==> src/rtl/core_seq_if.sv <==
// Handshake/strobe bundle between core_sequencer and the rest of the RV32I core.
// SEQ_PERF_CNT_EN adds the cycle_cnt / instret_cnt performance counters.
interface core_seq_if;
   logic [6:0] opcode;
   logic       branch_taken;
   logic       imem_req;
   logic       imem_ack;
   logic       dmem_req;
   logic       dmem_we;
   logic       dmem_ack;
   logic       ir_we;
   logic       rf_we;
   logic       pc_we;
   logic [1:0] pc_sel;
   logic       retire;
   logic       illegal;
   logic       bus_err;
   logic [2:0] state_o;
`ifdef SEQ_PERF_CNT_EN
   logic [31:0] cycle_cnt;
   logic [31:0] instret_cnt;
`endif

   modport master (
      input  opcode, branch_taken, imem_ack, dmem_ack,
      output imem_req, dmem_req, dmem_we, ir_we, rf_we, pc_we, pc_sel,
             retire, illegal, bus_err, state_o
`ifdef SEQ_PERF_CNT_EN
      , output cycle_cnt, instret_cnt
`endif
   );

   modport slave (
      output opcode, branch_taken, imem_ack, dmem_ack,
      input  imem_req, dmem_req, dmem_we, ir_we, rf_we, pc_we, pc_sel,
             retire, illegal, bus_err, state_o
`ifdef SEQ_PERF_CNT_EN
      , input cycle_cnt, instret_cnt
`endif
   );
endinterface

==> src/rtl/core_sequencer.sv <==
// Multi-cycle FETCH/DECODE/EXEC/MEM/WB control FSM for the RV32I core.
// Optional SEQ_PERF_CNT_EN adds cycle and retired-instruction counters.
module core_sequencer #(
   parameter int unsigned TIMEOUT = 255
) (
   input  logic       clk,
   input  logic       rst_n,
   core_seq_if.master bus
);
   typedef enum logic [2:0] {
      IDLE = 3'd0, FETCH = 3'd1, DECODE = 3'd2, EXEC = 3'd3,
      MEM = 3'd4, WB = 3'd5, TRAP = 3'd6
   } state_t;

   localparam logic [6:0] OP_LUI    = 7'b0110111;
   localparam logic [6:0] OP_AUIPC  = 7'b0010111;
   localparam logic [6:0] OP_JAL    = 7'b1101111;
   localparam logic [6:0] OP_JALR   = 7'b1100111;
   localparam logic [6:0] OP_BRANCH = 7'b1100011;
   localparam logic [6:0] OP_LOAD   = 7'b0000011;
   localparam logic [6:0] OP_STORE  = 7'b0100011;
   localparam logic [6:0] OP_IMM    = 7'b0010011;
   localparam logic [6:0] OP_OP     = 7'b0110011;
   localparam logic [6:0] OP_MISC   = 7'b0001111;

   localparam int unsigned CW = (TIMEOUT < 2) ? 1 : $clog2(TIMEOUT + 1);

   state_t        state_q, state_d;
   logic [CW-1:0] cnt_q, cnt_d;
   logic [6:0]    opc_q, opc_d;
   logic          illegal_q, illegal_d;
   logic          bus_err_q, bus_err_d;

   logic       imem_req, dmem_req, dmem_we, ir_we, rf_we, pc_we, retire;
   logic [1:0] pc_sel;
   logic       limit_hit;

   function automatic logic supported(input logic [6:0] op);
      case (op)
         OP_LUI, OP_AUIPC, OP_JAL, OP_JALR, OP_BRANCH, OP_LOAD,
         OP_STORE, OP_IMM, OP_OP, OP_MISC: supported = 1'b1;
         default:                          supported = 1'b0;
      endcase
   endfunction

   function automatic logic writes_rd(input logic [6:0] op);
      case (op)
         OP_LUI, OP_AUIPC, OP_JAL, OP_JALR, OP_LOAD, OP_IMM, OP_OP: writes_rd = 1'b1;
         default:                                                   writes_rd = 1'b0;
      endcase
   endfunction

   // cnt_q counts completed wait cycles; this cycle would be number TIMEOUT
   assign limit_hit = (TIMEOUT != 0) && (32'(cnt_q) == TIMEOUT - 1);

   always_ff @(posedge clk or negedge rst_n) begin
      if (!rst_n) begin
         state_q   <= IDLE;
         cnt_q     <= '0;
         opc_q     <= '0;
         illegal_q <= 1'b0;
         bus_err_q <= 1'b0;
      end else begin
         state_q   <= state_d;
         cnt_q     <= cnt_d;
         opc_q     <= opc_d;
         illegal_q <= illegal_d;
         bus_err_q <= bus_err_d;
      end
   end

   always_comb begin
      state_d   = state_q;
      cnt_d     = '0;
      opc_d     = opc_q;
      illegal_d = illegal_q;
      bus_err_d = bus_err_q;
      imem_req  = 1'b0;
      dmem_req  = 1'b0;
      dmem_we   = 1'b0;
      ir_we     = 1'b0;
      rf_we     = 1'b0;
      pc_we     = 1'b0;
      pc_sel    = 2'b00;
      retire    = 1'b0;
      case (state_q)
         IDLE: state_d = FETCH;
         FETCH: begin
            imem_req = 1'b1;
            if (bus.imem_ack) begin
               ir_we   = 1'b1;
               state_d = DECODE;
            end else if (limit_hit) begin
               state_d   = TRAP;
               bus_err_d = 1'b1;
            end else begin
               cnt_d = cnt_q + CW'(1);
            end
         end
         DECODE: begin
            opc_d = bus.opcode;
            if (supported(bus.opcode)) begin
               state_d = EXEC;
            end else begin
               state_d   = TRAP;
               illegal_d = 1'b1;
            end
         end
         EXEC: state_d = (opc_q == OP_LOAD || opc_q == OP_STORE) ? MEM : WB;
         MEM: begin
            dmem_req = 1'b1;
            dmem_we  = (opc_q == OP_STORE);
            if (bus.dmem_ack) begin
               state_d = WB;
            end else if (limit_hit) begin
               state_d   = TRAP;
               bus_err_d = 1'b1;
            end else begin
               cnt_d = cnt_q + CW'(1);
            end
         end
         WB: begin
            retire  = 1'b1;
            pc_we   = 1'b1;
            rf_we   = writes_rd(opc_q);
            if (opc_q == OP_JAL || (opc_q == OP_BRANCH && bus.branch_taken))
               pc_sel = 2'b01;
            else if (opc_q == OP_JALR)
               pc_sel = 2'b10;
            state_d = FETCH;
         end
         TRAP:    state_d = TRAP;
         default: state_d = IDLE;
      endcase
   end

   assign bus.imem_req = imem_req;
   assign bus.dmem_req = dmem_req;
   assign bus.dmem_we  = dmem_we;
   assign bus.ir_we    = ir_we;
   assign bus.rf_we    = rf_we;
   assign bus.pc_we    = pc_we;
   assign bus.pc_sel   = pc_sel;
   assign bus.retire   = retire;
   assign bus.illegal  = illegal_q;
   assign bus.bus_err  = bus_err_q;
   assign bus.state_o  = state_q;

`ifdef SEQ_PERF_CNT_EN
   logic [31:0] cycle_q, instret_q;

   always_ff @(posedge clk or negedge rst_n) begin
      if (!rst_n) begin
         cycle_q   <= '0;
         instret_q <= '0;
      end else begin
         if (state_q != IDLE && state_q != TRAP) cycle_q <= cycle_q + 32'd1;
         if (retire)                            instret_q <= instret_q + 32'd1;
      end
   end

   assign bus.cycle_cnt   = cycle_q;
   assign bus.instret_cnt = instret_q;
`endif
endmodule

==> src/flat_wrapper.sv <==
// flat-port wrapper written by rule: the top's interface ports become plain ports
module core_sequencer_flat 
#(
   parameter int unsigned TIMEOUT = 255
)
  (clk, rst_n, bus_opcode, bus_branch_taken, bus_imem_ack, bus_dmem_ack, bus_imem_req, bus_dmem_req, bus_dmem_we, bus_ir_we, bus_rf_we, bus_pc_we, bus_pc_sel, bus_retire, bus_illegal, bus_bus_err, bus_state_o);
  core_seq_if bus_i ();
  input  logic clk;
  input  logic rst_n;
  input wire logic [$bits(bus_i.opcode)-1:0] bus_opcode;
  input wire logic [$bits(bus_i.branch_taken)-1:0] bus_branch_taken;
  input wire logic [$bits(bus_i.imem_ack)-1:0] bus_imem_ack;
  input wire logic [$bits(bus_i.dmem_ack)-1:0] bus_dmem_ack;
  output wire logic [$bits(bus_i.imem_req)-1:0] bus_imem_req;
  output wire logic [$bits(bus_i.dmem_req)-1:0] bus_dmem_req;
  output wire logic [$bits(bus_i.dmem_we)-1:0] bus_dmem_we;
  output wire logic [$bits(bus_i.ir_we)-1:0] bus_ir_we;
  output wire logic [$bits(bus_i.rf_we)-1:0] bus_rf_we;
  output wire logic [$bits(bus_i.pc_we)-1:0] bus_pc_we;
  output wire logic [$bits(bus_i.pc_sel)-1:0] bus_pc_sel;
  output wire logic [$bits(bus_i.retire)-1:0] bus_retire;
  output wire logic [$bits(bus_i.illegal)-1:0] bus_illegal;
  output wire logic [$bits(bus_i.bus_err)-1:0] bus_bus_err;
  output wire logic [$bits(bus_i.state_o)-1:0] bus_state_o;
  assign bus_i.opcode = bus_opcode;
  assign bus_i.branch_taken = bus_branch_taken;
  assign bus_i.imem_ack = bus_imem_ack;
  assign bus_i.dmem_ack = bus_dmem_ack;
  assign bus_imem_req = bus_i.imem_req;
  assign bus_dmem_req = bus_i.dmem_req;
  assign bus_dmem_we = bus_i.dmem_we;
  assign bus_ir_we = bus_i.ir_we;
  assign bus_rf_we = bus_i.rf_we;
  assign bus_pc_we = bus_i.pc_we;
  assign bus_pc_sel = bus_i.pc_sel;
  assign bus_retire = bus_i.retire;
  assign bus_illegal = bus_i.illegal;
  assign bus_bus_err = bus_i.bus_err;
  assign bus_state_o = bus_i.state_o;
  core_sequencer #(.TIMEOUT(TIMEOUT)) u_core (.clk(clk), .rst_n(rst_n), .bus(bus_i));
endmodule
==> config.mk <==
export PLATFORM = sky130hd
export DESIGN_NAME = core_sequencer_flat
export DESIGN_NICKNAME = d
export VERILOG_FILES = /design/src/rtl/core_seq_if.sv /design/src/rtl/core_sequencer.sv /design/src/flat_wrapper.sv
export SDC_FILE = /design/constraint.sdc
export NUM_CORES = 1
export LEC_CHECK = 0
export ABC_CLOCK_PERIOD_IN_PS = 2000
export CAP_MARGIN = 20
export CORE_MARGIN = 5
export CORE_UTILIZATION = 48
export DETAILED_ROUTE_END_ITERATION = 6
export PLACE_DENSITY = 0.79
export SLEW_MARGIN = 15
export SYNTH_ARGS = -nofsm -noshare
export SYNTH_HDL_FRONTEND = slang
export SYNTH_SLANG_ARGS = --single-unit
==> constraint.sdc <==
create_clock -name clk -period 2 [get_ports clk]
set_clock_uncertainty 0.15 [all_clocks]
set_input_delay 0.6 -clock clk [delete_from_list [all_inputs] [get_ports clk]]
set_output_delay 0.6 -clock clk [all_outputs]
set_load 0.02 [all_outputs]
==> results of run 1 <==
repair_timing:
action                                  in CTS  in global routing
hold buffers                                 0                  0
endpoints found under the hold margin        0                  0
buffers inserted                             2                  1
endpoints found under the setup margin      15                 12
pin swaps                                    2                  4
gates resized for setup                     51                 14
cell families after synthesis:
logic type,Yosys count,share of synthesized area (%)
multiplexers,8,8.14
XOR/XNOR,6,4.82
AND/OR/NAND/NOR,47,24.5
adder cells (fa/ha/maj),2,2.29
buffers and inverters,7,3.10
flip-flops,20,45.9
AO/OA/AOI/OAI,17,11.2
report_power, final:
part           total [mW]  internal, mW  switching (mW)
clock               0.343         0.203           0.140
combinational        1.14         0.578           0.558
sequential          0.625         0.522           0.102
total                2.10          1.30           0.801
registers in the layout (all words and copies together) (netlist names):
name,count
u_core.bus.bus_err,1
u_core.bus.illegal,1
u_core.cnt_q,8
u_core.opc_q,7
u_core.bus.state_o,3
worst register-to-register path, cell delays in order, from the launching register on:
cell and delay (ns):
dfrtp_2 0.41, buf_4 0.16, buf_4 0.14, or3b_1 0.40, a21oi_2 0.18, nand2_2 0.13, nor2_1 0.17
worst max path at each step:
stage / slack (ns) / cells after the start / to
finish: -0.36 / 5 / bus_pc_sel[1]
global route: -0.45 / 5 / bus_pc_sel[1]
CTS: -0.33 / 5 / bus_pc_sel[1]
detailed placement: -0.62 / 4 / bus_pc_sel[0]
global placement: -0.57 / 4 / bus_pc_sel[0]
floorplan: -0.16 / 5 / bus_pc_sel[1]
final cells by class:
cell class                 count  area (um2)
timing repair buffer          52         434
sequential                    20         503
clock buffer                   3        22.5
fill                         148         494
multi-input combinational     80         661
clock inverter                 1        30.0
inverter                       3        11.3
tap                           28        35.0
Yosys cell counts (all sizes together) (2+ instances only):
library cell | number | share of area [%]
and3 | 2 | 1.1
nor2 | 14 | 4.8
nand4 | 2 | 1.1
a21oi | 4 | 2.2
nand3 | 4 | 1.8
or3b | 2 | 1.6
nand2 | 8 | 3.0
dfrtp | 20 | 46
nor2b | 2 | 1.1
inv | 3 | 1.0
o21bai | 2 | 1.4
o21ai | 4 | 1.8
nor3b | 5 | 4.4
mux2 | 7 | 7.2
xor2 | 5 | 4.0
o31ai | 2 | 1.4
and4 | 2 | 1.6
ha | 2 | 2.3
buf | 4 | 2.1
routing by layer:
layer | vias up | global-route usage (%)
met4 | 0 | 8.28
met1 | 519 | 24.6
met3 | 11 | 3.34
met2 | 39 | 32.7
met5 | - | 0
li1 | 481 | -
cell usage in the layout (no fill, tap or decap), types with 4 or more instances in the layout:
cell / Yosys / routed
mux2_2: 7 / 7
dfrtp_1: 20 / 18
nor2_1: 14 / 11
buf_4: 1 / 30
clkdlybuf4s50_1: 0 / 9
xor2_1: 5 / 5
dlygate4sd2_1: 0 / 4
nand2_1: 7 / 7
through the flow:
stage               cells  cell area, um2  setup TNS (ns)  hold slack, ns
global placement      180            1580           -5.32           0.291
finish                187            1700           -1.54           0.320
detailed placement    180            1580           -5.75           0.301
global route          187            1700           -2.26           0.339
CTS                   186            1650           -1.54           0.325
floorplan             107            1140          -0.498           0.154
==> results.cfg, run 1 <==
[timing]
worst_slack_ns = -0.361
hold_violations = 0
fmax_mhz = 424
tightest_slew_ns = 0.351
rsz0062_at_grt = true
timing.final.crit_share_pct = 118
setup_viol = 10
min_period_ns = 2.36
maxSlewHeadroom_pct = 76.6
slew_viol_final = 0

[global_routing]
grt_pass1_wl_um = 4970
grt_pass1_vias = 1034
grtUsageTotal_pct = 19.5
grt_max_degree = 21
grt_remaining_overflow = 0
antenna_found_initial = 0

[worst_setup_path]
cp_data_required_time_ns = 1.25
startpoint = u_core.bus.state_o[1]$_DFF_PN0_
critPathTopFamily = simple AND/OR/NAND/NOR gates
crit_path_end_kind = output pin
critPathMaxFanout = 3
r2r_cells = 6
crit_type = flop to output pin
worst-r2r-setup-slack_ns = 0.18
slowest_delay_ns = 0.42
worstPathArrival_ns = 1.61
startpoint_type = flop
crit_buf_inv = 1
r2r-end = u_core.cnt_q[7]$_DFF_PN0_
r2r-start = u_core.bus.state_o[0]$_DFF_PN0_
crit_chain = and3b_2, nand3_2, nand2b_4, nor3b_4, buf_6
crit_slowest_cell = dfrtp_2

[floorplanning]
initial_core_util_pct = 49.8
core_mm2 = 0.00219
io_pins = 26
die_y_um = 57.7
die_w_um = 57.7
rows = 17
die_area_mm2 = 0.00333

[worst_hold_path]
worstHoldStart = u_core.bus.bus_err$_DFFE_PN0P_
hold_class = flop to flop
min_path_cells = 1
hold_end = u_core.bus.bus_err$_DFFE_PN0P_

[clocking]
cts_buffer_depth = 2
cts_sinks = 20
root_buffer = clkbuf_4
clk_latency_ns = 0.31
cts_tree = yes
cts_buffers = 3
clkTransAtPathRegs_ns = 0.12
htreeDepth = 1

[final_layout]
fin_util_pct = 77.4
area_growth_pct = 55.5
nets = 174
drive_above_1_share_pct = 42.8
antenna_cells = 0

[power_and_ir_drop]
ir_drop_mv = 0.815
power.total_mw = 2.10
p_leak_nw = 0.789
power.density_mw_per_mm2 = 1240

[synthesis]
ys_seq_elements = 20
async_reset_ff_share_pct = 100
postSynthCellCount = 107
syn_area_mm2 = 0.00109
yosys_most_used_dff = dfrtp_1
ys_types = 36
ys_seq_area_share_pct = 45.9
avgSynthCellArea_um2 = 10.2
yosys_warnings = 0
synth_edf_count = 0
mappedNetlistNets = 121

[detailed_routing]
vias = 1050
dr_wl_met3_um = 172
drtAntennaViolNets = 0
drt_wl_total_um = 3250
met1_length_um = 1260
route.detailed.drc = 0
drt-initial-drc-count = 19
dr_wl_met2_um = 1720
vias_per_cell = 5.61
wl_per_cell_um = 17.4
first_pass_iters = 4
highest_layer = met4

[job]
cap_violations = 0

[status]
status = finished with violations
violations = negative setup slack

[placed_design]
io_buffers = 25
dp_slack_ns = -0.621
dp_hpwl_um = 2110
finalWeightedCongestion = 0.804
(Power assumes the default switching activity.)
==> run 2, diff against run 1 <==
- CTS_BUF_LIST: not set -> sky130_fd_sc_hd__clkbuf_16
- GPL_TIMING_DRIVEN: not set -> 0
==> results.cfg, run 2 (synthesis results as in run 1) <==
[final_layout]
seqCellArea_um2 = 505
fillers = 129
final_cell_mix = buf_4, dfrtp_1, nor2_1, buf_6, clkdlybuf4s50_1
finish.instance_area_mm2 = 0.00172
mostFrequentLayoutCell = buf_4
fin_util_pct = 78.6
drive_above_1_share_pct = 42.4
antenna_cells = 0
top_register = u_core.cnt_q
largest_register_ffs = 8
nets = 167
area_growth_pct = 57.9
multi_input_comb_area_um2 = 677

[placed_design]
dpl-instance-area_mm2 = 0.00143
finalWeightedCongestion = 0.757
io_buffers = 25
dp_hpwl_um = 1820

[power_and_ir_drop]
ir_drop_mv = 0.910
power.density_mw_per_mm2 = 1290
p_leak_nw = 0.762

[detailed_routing]
drtAntennaViolNets = 0
vias = 1013
drt-initial-drc-count = 13
first_pass_iters = 4
vias_per_cell = 5.66
drt_wl_total_um = 3130
wl_per_cell_um = 17.5
route.detailed.drc = 0

[clocking]
cts_sinks = 20
root_buffer = clkbuf_16
cts_tree = yes
clkTransAtPathRegs_ns = 0.06
hold_buffers = 0
cts_buffers = 3
cts_buffer_depth = 2
htreeDepth = 1
clk_latency_ns = 0.25

[worst_hold_path]
min_path_cells = 1
hold_class = flop to flop

[floorplanning]
rows = 17
io_pins = 26
die_w_um = 57.7
initial_core_util_pct = 49.8
die_y_um = 57.7
core_mm2 = 0.00219
die_area_mm2 = 0.00333

[global_routing]
antenna_found_initial = 0
grt_pass1_vias = 1034
grtUsageTotal_pct = 19.5
grt_pass1_wl_um = 4860
grt_remaining_overflow = 0
grt_max_degree = 21

[timing]
min_period_ns = 2.25
setup_viol = 8
fmax_mhz = 445
rsz0062_at_grt = true
timing.final.crit_share_pct = 112
worst_slack_ns = -0.247
maxSlewHeadroom_pct = 37.9
hold_violations = 0
slew_viol_final = 0
setup_tns_ns = -1.42
tightest_slew_ns = 0.928

[status]
status = finished with violations
violations = negative setup slack

[worst_setup_path]
crit_type = flop to output pin
startpoint_type = flop
worst-r2r-setup-slack_ns = 0.03
crit_path_end_kind = output pin
cp_data_required_time_ns = 1.25
worstPathArrival_ns = 1.50
r2r_cells = 6
critPathMaxFanout = 3

[job]
cap_violations = 0
[run 2: changes by cell type in the layout (fill, tap and decap cells not counted), moves of 2 or more]
cell,delta
buf_2,-2
buf_4,-11
buf_6,+7
clkbuf_16,+3
clkbuf_4,-3
dfrtp_1,-2
dfrtp_2,+2
[run 2: final cells by class]
class                           count  area share, %
Multi-Input combinational cell     80           39.3
Sequential cell                    20           29.3
Timing Repair Buffer               43           23.2
Clock buffer                        3           4.36
Tap cell                           28           2.03
Buffer                              2           1.09
Inverter                            3          0.654
[run 2: path summary, 6_finish.rpt]
path,from,to
max,u_core.bus.state_o[1]$_DFF_PN0_,bus_pc_sel[1]
min,u_core.bus.bus_err$_DFFE_PN0P_,u_core.bus.bus_err$_DFFE_PN0P_
max reg2reg,u_core.bus.state_o[2]$_DFF_PN0_,u_core.opc_q[5]$_DFFE_PN0P_
min reg2reg,u_core.bus.bus_err$_DFFE_PN0P_,u_core.bus.bus_err$_DFFE_PN0P_
max in group asynchronous,rst_n,u_core.bus.state_o[0]$_DFF_PN0_
min in group asynchronous,rst_n,u_core.bus.illegal$_DFFE_PN0P_
[run 2: what timing repair did]
item / 4_1_cts / 5_1_grt
pin swaps: 3 / 8
setup buffers: 8 / 10
endpoints found under the setup margin: 11 / 11
gates resized for setup: 64 / 18
[run 2: per-stage QoR]
stage | power, mW | hold slack [ns] | setup WS (ns) | instances
2_1_floorplan | 1.17 | 0.154 | -0.163 | 107
3_3_place_gp | 1.42 | 0.292 | -0.569 | 160
3_5_place_dp | 1.45 | 0.294 | -0.577 | 160
4_1_cts | 2.04 | 0.315 | -0.358 | 171
5_1_grt | 2.33 | 0.344 | -0.301 | 179
6_report | 2.22 | 0.313 | -0.247 | 179
[run 2: worst max-delay path, stage by stage, from the launching register on]
cell and delay [ns]:
dfrtp_2 0.42, and3b_2 0.25, nand3_2 0.09, nand2b_4 0.17, nor3b_4 0.18, buf_6 0.14
[run 2: power breakdown]
part / internal (mW) / switching, mW / total [mW] / leakage (nW)
Sequential: 0.529 / 0.151 / 0.680 / 0.250
Combinational: 0.618 / 0.515 / 1.13 / 0.475
Clock: 0.263 / 0.142 / 0.406 / 0.0370
[run 2: metal layers]
metal  routed length (um)  GRT usage [%]  vias to the layer above
li1                     -              -                      468
met1                 1190           21.0                      509
met2                 1740           35.6                       28
met3                  105           4.01                        8
met4                   95           9.60                        0
met5                    0              0                        -
==> run 3, diff against run 2 <==
- MAX_ROUTING_LAYER: not set -> met4
==> results.cfg, run 3 (synthesis results as in run 1) <==
[status]
status = finished with violations
violations = negative setup slack

[detailed_routing]
wl_per_cell_um = 17.6
drtAntennaViolNets = 0
route.detailed.drc = 0
drt_wl_total_um = 3150
vias_per_cell = 5.72
drt-initial-drc-count = 14
vias = 1023
first_pass_iters = 4

[worst_setup_path]
cp_data_required_time_ns = 1.25
worstPathArrival_ns = 1.50
critPathMaxFanout = 3
crit_type = flop to output pin
startpoint_type = flop
crit_path_end_kind = output pin

[power_and_ir_drop]
p_leak_nw = 0.762
power.density_mw_per_mm2 = 1290
ir_drop_mv = 0.910

[placed_design]
post-place-cells = 160
dpl-instance-area_mm2 = 0.00143
io_buffers = 25
dp_hpwl_um = 1820
finalWeightedCongestion = 0.767

[floorplanning]
die_y_um = 57.7
core_mm2 = 0.00219
rows = 17
initial_core_util_pct = 49.8
die_w_um = 57.7
die_area_mm2 = 0.00333
io_pins = 26

[timing]
min_period_ns = 2.25
worst_slack_ns = -0.246
maxSlewHeadroom_pct = 37.2
fmax_mhz = 445
setup_tns_ns = -1.41
tightest_slew_ns = 0.938
timing.final.crit_share_pct = 112
rsz0062_at_grt = true
slew_viol_final = 0
setup_viol = 8
holdWs_ns = 0.312
hold_violations = 0

[final_layout]
fin_util_pct = 78.6
area_growth_pct = 57.9
top_register = u_core.cnt_q
final_cells = 179
final_cell_mix = buf_4, dfrtp_1, nor2_1, buf_6, clkdlybuf4s50_1
multi_input_comb_area_um2 = 677
mostFrequentLayoutCell = buf_4
finish.instance_area_mm2 = 0.00172
seqCellArea_um2 = 505
fillers = 129
nets = 167
antenna_cells = 0
largest_register_ffs = 8
drive_above_1_share_pct = 42.4

[job]
cap_violations = 0

[clocking]
cts_sinks = 20
cts_tree = yes
clk_latency_ns = 0.25
htreeDepth = 1
cts_buffer_depth = 2
hold_buffers = 0
cts_buffers = 3
root_buffer = clkbuf_16
clkTransAtPathRegs_ns = 0.06

[global_routing]
grtUsageTotal_pct = 19.9
grt_pass1_vias = 1042
grt_max_degree = 21
grt_pass1_wl_um = 4840
antenna_found_initial = 0
grt_remaining_overflow = 0

[worst_hold_path]
hold_class = flop to flop
run 3: path summary, 6_finish.rpt:
check                                           startpoint                        endpoint  slack (ns)  depth (start not counted)
max in group asynchronous                            rst_n     u_core.opc_q[3]$_DFFE_PN0P_        0.34                          1
min reg2reg                 u_core.bus.bus_err$_DFFE_PN0P_  u_core.bus.bus_err$_DFFE_PN0P_        0.31                          1
max                        u_core.bus.state_o[1]$_DFF_PN0_                   bus_pc_sel[1]       -0.25                          5
max reg2reg                u_core.bus.state_o[2]$_DFF_PN0_     u_core.opc_q[0]$_DFFE_PN0P_        0.02                          6
min in group asynchronous                            rst_n       u_core.cnt_q[3]$_DFF_PN0_        0.72                          1
min                         u_core.bus.bus_err$_DFFE_PN0P_  u_core.bus.bus_err$_DFFE_PN0P_        0.31                          1
run 3: repair_timing:
item / in CTS / in global routing
resized for setup: 64 / 18
setup endpoints to repair: 11 / 11
buffers inserted: 8 / 10
pin swaps: 3 / 8
run 3: final cells by class:
class,instances,area share [%]
multi-input cells,80,39.3
flip-flops and latches,20,29.3
repair buffers,43,23.2
clock buffers,3,4.36
well taps,28,2.03
plain buffers,2,1.09
inverters,3,0.654
run 3: power by group:
| part | total (mW) | internal [mW] | switching, mW |
|---|---|---|---|
| clock | 0.404 | 0.263 | 0.141 |
| combinational | 1.13 | 0.618 | 0.516 |
| sequential | 0.682 | 0.529 | 0.152 |
run 3: routing by layer:
metal	vias to the layer above	wire length [um]	share of wire, %	GRT usage (%)
met5	-	0	0	-
met1	517	1230	39	20.3
met4	0	95	3.0	9.60
met2	30	1710	54	36.0
li1	468	-	-	-
met3	8	112	3.6	4.01
run 3: through the flow:
| stage | power (mW) | worst slack, ns |
|---|---|---|
| after floorplan | 1.17 | -0.163 |
| after global placement | 1.42 | -0.569 |
| after detailed placement | 1.45 | -0.577 |
| after CTS | 2.04 | -0.358 |
| after global routing | 2.33 | -0.299 |
| final | 2.22 | -0.246 |
run 3: critical path, cell delays in order, from the launching register on:
cell and delay, ns:
dfrtp_2 0.42, and3b_2 0.25, nand3_2 0.09, nand2b_4 0.17
nor3b_4 0.18, buf_6 0.14
